### src/rtl/tl45_wb_sram16.sv
// tl45_wb_sram16: pipelined-Wishbone slave that splits 32-bit accesses into two 16-bit async SRAM phases.
module tl45_wb_sram16 #(
    parameter int AW = 18,
    parameter int WAIT = 1
) (
    input  logic          i_clk,
    input  logic          i_reset,
    input  logic          i_wb_cyc,
    input  logic          i_wb_stb,
    input  logic          i_wb_we,
    input  logic [29:0]   i_wb_addr,
    input  logic [31:0]   i_wb_data,
    input  logic [3:0]    i_wb_sel,
    output logic          o_wb_ack,
    output logic          o_wb_stall,
    output logic          o_wb_err,
    output logic [31:0]   o_wb_data,
    output logic [AW:0]   o_sram_addr,
    output logic          o_sram_ce_n,
    output logic          o_sram_oe_n,
    output logic          o_sram_we_n,
    output logic          o_sram_lb_n,
    output logic          o_sram_ub_n,
    output logic [15:0]   o_sram_dq,
    output logic          o_sram_dq_oe,
    input  logic [15:0]   i_sram_dq
);
    typedef enum logic [2:0] {IDLE, LO, HI, ACK, ERR} state_t;
    state_t state, state_n;
    logic [2:0] cnt;
    logic [AW-1:0] addr;
    logic [31:0] data;
    logic [3:0] sel;
    logic we, accept, legal, phase, last, hi;
    assign accept = i_wb_cyc && i_wb_stb && !o_wb_stall;
    assign legal = (i_wb_addr >> AW) == 30'd0;
    // Dropping cyc releases the pads immediately, not just from the next cycle.
    assign phase = (state == LO || state == HI) && i_wb_cyc;
    assign hi = state == HI;
    assign last = cnt == 3'(WAIT);
    always_comb begin
        state_n = state;
        case (state)
            IDLE: if (accept) state_n = !legal ? ERR : |i_wb_sel[1:0] ? LO : |i_wb_sel[3:2] ? HI : ACK;
            LO: if (last) state_n = |sel[3:2] ? HI : ACK;
            HI: if (last) state_n = ACK;
            default: state_n = IDLE;
        endcase
        if (state != IDLE && !i_wb_cyc) state_n = IDLE;
    end
    always_ff @(posedge i_clk or posedge i_reset) begin
        if (i_reset) begin
            state <= IDLE;
            cnt <= 3'd0;
        end else begin
            state <= state_n;
            cnt <= (phase && state_n == state) ? cnt + 3'd1 : 3'd0;
        end
    end
    always_ff @(posedge i_clk or posedge i_reset) begin
        if (i_reset) begin
            addr <= '0;
            data <= '0;
            sel <= '0;
            we <= 1'b0;
            o_wb_data <= '0;
        end else begin
            if (accept) begin
                addr <= i_wb_addr[AW-1:0];
                data <= i_wb_data;
                sel <= i_wb_sel;
                we <= i_wb_we;
                if (!i_wb_we && legal) o_wb_data <= '0;
            end
            if (phase && !we && last && !hi)
                o_wb_data[15:0] <= {sel[1] ? i_sram_dq[15:8] : 8'h0, sel[0] ? i_sram_dq[7:0] : 8'h0};
            if (phase && !we && last && hi)
                o_wb_data[31:16] <= {sel[3] ? i_sram_dq[15:8] : 8'h0, sel[2] ? i_sram_dq[7:0] : 8'h0};
        end
    end
    assign o_wb_stall = state != IDLE;
    assign o_wb_ack = state == ACK;
    assign o_wb_err = state == ERR;
    assign o_sram_addr = phase ? {addr, hi} : '0;
    assign o_sram_ce_n = !phase;
    assign o_sram_oe_n = !(phase && !we);
    // The final cycle of a write phase holds address and data with we_n high.
    assign o_sram_we_n = !(phase && we && !last);
    assign o_sram_lb_n = !(phase && (hi ? sel[2] : sel[0]));
    assign o_sram_ub_n = !(phase && (hi ? sel[3] : sel[1]));
    assign o_sram_dq = phase ? (hi ? data[31:16] : data[15:0]) : 16'h0;
    assign o_sram_dq_oe = phase && we;
endmodule

### config.mk
export PLATFORM = sky130hd
export DESIGN_NAME = tl45_wb_sram16
export DESIGN_NICKNAME = d
export VERILOG_FILES = /design/src/rtl/tl45_wb_sram16.sv
export SDC_FILE = /design/constraint.sdc
export NUM_CORES = 1
export LEC_CHECK = 0
export BUFFER_PORTS_ARGS = -buffer_cell sky130_fd_sc_hd__buf_2
export CAP_MARGIN = 20
export CORE_UTILIZATION = 50
export CTS_BUF_LIST = sky130_fd_sc_hd__clkbuf_4
export DETAILED_ROUTE_END_ITERATION = 8
export PLACE_DENSITY = 0.82
export SYNTH_ARGS = -nofsm -noshare
export SYNTH_HDL_FRONTEND = slang
export SYNTH_SLANG_ARGS = --single-unit
### constraint.sdc
create_clock -name i_clk -period 3.6 [get_ports i_clk]
set_input_delay 0.54 -clock i_clk [delete_from_list [all_inputs] [get_ports i_clk]]
set_output_delay 0.54 -clock i_clk [all_outputs]
set_load 0.01 [all_outputs]
==> impl_summary.log <==
[metrics] result of the run: complete, no violations
[metrics] crit path capture type: output pin
[metrics] number of enable-type register cells in the synthesized netlist: 0
[metrics] highest clock rate: around 0.37 GHz
[metrics] Die Area: ~0.0085 mm2
[metrics] num rows: 32
[metrics] TritonRoute pass-1 iters: 4
[metrics] count of final setup violators: 0
[metrics] height of the die: about 92 um
[metrics] master cell of the clock root buffer: clkbuf_4
[metrics] most used cells in the layout excluding fill and tap cells: buf_2, dfrtp_1, mux2_2
[metrics] synthesized area per cell: 12.1 um2
[metrics] ratio of total power to cell area: between 400 and 500 mW/mm2
[metrics] Final Cycle Share: 0.748
[metrics] antenna violations before repair: 0
[metrics] number of port buffers: approximately 160
[metrics] Post-Route Setup TNS: 0 ns
[metrics] Worst Setup EP: o_sram_dq[13]
[metrics] total DRC errors in the routed layout: 0
[metrics] Detailed Place HPWL: 6.64 mm
[metrics] die boundary width: between 90 and 100 um
[metrics] worst-margin pin slew: 0.648 ns
[metrics] via count normalized by instance count: 5.41
[metrics] minimum setup slack among reg-to-reg paths: 1.07 ns
[metrics] IO Count: approximately 160
[metrics] VDD IR max: 0.242 mV
[metrics] maximum fanout along the worst path: 19
[metrics] post-place setup slack: 1.10 ns
[metrics] unrepaired setup endpoints after global routing: no
[metrics] required arrival time at the worst endpoint: a little over 3 ns
[metrics] number of vias in the routed layout: roughly 3300
[metrics] leading cell type in the layout, fill and taps excluded: buf_2
[metrics] Initial Util: 0.520
[metrics] start point of the critical path: state[0]
[metrics] distinct cell type count of the synthesized netlist: 34
[metrics] syn nets: between 400 and 500
[metrics] core footprint: a little under 0.008 mm2
[metrics] via count of the first global-routing pass: between 3000 and 4000
[metrics] count of H-tree levels built during CTS: 3
[metrics] number of max-capacitance violations reported: 0
[metrics] number of instances resized during post-cts repair: 0
[metrics] global-route congestion overflow total: 0
[metrics] Layout Cell Area excl Fill: between 0.005 and 0.006 mm2
[metrics] worst reg2reg path endpoint: o_wb_data[6]
[metrics] final worst clock skew: ~0.019 ns
[metrics] worst reg-to-reg path cell count: 6
[metrics] fraction of layout cells with a size suffix above 1: 0.485
[metrics] Mapped Cells: 336
[metrics] min setup slack post-route: a little over 0.9 ns
[metrics] async set-or-reset flop fraction in the synthesized netlist: 1.00
[metrics] number of pins exceeding their max-slew limit in the final report: 0
[metrics] Placer Congestion: roughly 0.82
[metrics] Finished Core Util: 0.655
[metrics] Hold/Removal Path Class: input port to register
[metrics] Clock Tree Buf Depth: 2
[metrics] Worst Setup Start Kind: register
[metrics] synthesis-stage register bit count: between 90 and 100
[metrics] most common flop cell mapped by yosys: dfrtp_1
[metrics] antenna diode count: 0
[metrics] cts bufs inserted: 9
[metrics] total global-route track usage: 0.219
[metrics] Layout area overhead: 26.0%
[metrics] post-detailed-route wirelength per cell: around 15 um
[metrics] number of sinks handled by clock tree synthesis: just over 90
[metrics] maximum number of pins on one net before global-route repair: between 50 and 60
[metrics] FF-to-FF Start: cnt[1]
[metrics] leak pwr: about 2.5 nW
[metrics] clock slew at the register clock pins of the worst setup and hold paths: ~0.14 ns
[metrics] Slew Limit Headroom: 0.568
[metrics] Worst Setup Path Type: register to output pin
[metrics] Final min period: ~2.7 ns
[metrics] number of warning messages in the yosys log: 0
[metrics] clock latency at the later pin of the worst-skew pair: 0.42 ns
[metrics] Nets: roughly 600
[metrics] Initial DRC Count: ~130
[metrics] register area share after synthesis: 0.573
[metrics] TritonCTS clock tree: built
[metrics] netlist area before placement: slightly above 0.004 mm2
[metrics] wire length of the first global-routing pass: between 10 and 15 mm
[metrics] Placement Cell Area: about 0.005 mm2
[metrics] Final Hold Viols: 0
[metrics] final WL: about 9.2 mm
[metrics] Crit path arrival time: 2.15 ns
[metrics] antenna violation net count after detailed routing: 0
==> worst min-delay path by stage <==
stage | start | endpoint | slack (ns) | cells past startpoint
global route | i_wb_data[6] | data[6] | 0.31 | 2
detailed placement | cnt[0] | cnt[0] | 0.47 | 1
floorplan | cnt[0] | cnt[0] | 0.44 | 1
CTS | i_reset | o_wb_data[18] | 0.30 | 2
global placement | cnt[0] | cnt[0] | 0.45 | 1
finish | i_wb_data[6] | data[6] | 0.33 | 2
==> logic make-up (layout without fill, tap and decap cells) <==
group                    after synthesis  count (layout)  share of synthesized area
AO/OA/AOI/OAI                         60              60                      0.115
XOR/XNOR                               1               1                    0.00216
adder cells (fa/ha/maj)                2               2                    0.00616
buffers and inverters                 31             194                     0.0354
flip-flops                            93              93                      0.573
multiplexers                          52              52                      0.144
AND/OR/NAND/NOR                       97              97                      0.124
==> stage by stage <==
stage | hold slack (ns) | power (mW) | std cells
after floorplan | 0.436 | 1.42 | 336
after global placement | 0.448 | 1.52 | 584
after detailed placement | 0.469 | 1.54 | 584
after CTS | 0.300 | 2.08 | 599
after global routing | 0.306 | 2.17 | 601
final | 0.332 | 2.06 | 601
==> area by class of cell <==
| type | instances | area (um2) |
|---|---|---|
| fill | 670 | 2690 |
| sequential | 93 | 2330 |
| multi-input combinational | 212 | 1600 |
| timing repair buffer | 171 | 906 |
| tap | 102 | 128 |
| clock buffer | 10 | 75.1 |
| clock inverter | 5 | 52.6 |
| inverter | 8 | 31.3 |
==> synth_stat cells, types with 2 or more instances <==
cell type  instances  area (um2)
nor3_1             2        10.0
nand2b_1           2        12.5
nand2_1           41         154
o21ai_0            8        40.0
clkbuf_1          12        45.0
a21oi_1           18        90.1
and2_1            19         119
nor2_1            10        37.5
dfrtp_1           93        2330
or3b_1             2        17.5
buf_6              2        22.5
nor2b_1            3        18.8
nor2_4             2        22.5
mux2_2            51         574
inv_1              7        26.3
a32o_1            32         320
nor3b_1            3        22.5
buf_2              7        35.0
and3_1             2        12.5
nor4_1             3        18.8
ha_1               2        25.0
nand3b_1           2        15.0
nand3_1            2        10.0
==> timing repair <==
| action | in CTS | in global routing |
|---|---|---|
| endpoints found under the hold margin | 0 | 8 |
| endpoints found under the setup margin | 0 | 0 |
| hold buffers | 0 | 1 |
| setup buffers | 0 | 0 |
==> power breakdown <==
group          total (mW)  switching [mW]  internal (mW)
Sequential           1.24          0.0669           1.17
Clock               0.542           0.329          0.213
Combinational       0.279           0.118          0.161
Total                2.06           0.514           1.55
==> sequential cells by signal, indices dropped and copies added, names as in the netlist <==
name	cells
o_wb_data	32
data	32
state	3
addr	18
cnt	3
sel	4
we	1
==> layer usage <==
metal | track usage | vias to the layer above | routed length [um]
li1 | - | 1510 | -
met1 | 0.304 | 1586 | 4160
met2 | 0.333 | 144 | 4190
met3 | 0.0539 | 13 | 715
met4 | 0.0807 | 0 | 135
met5 | 0 | - | 0
==> worst max-delay path, stage by stage, from the launching register on <==
cell     delay (ns)
dfrtp_1        0.52
xnor2_1        0.38
nor2_1         0.11
buf_4          0.20
inv_2          0.28
a21oi_1        0.09
buf_2          0.16
Note: power is estimated with default switching activity, not from simulation.
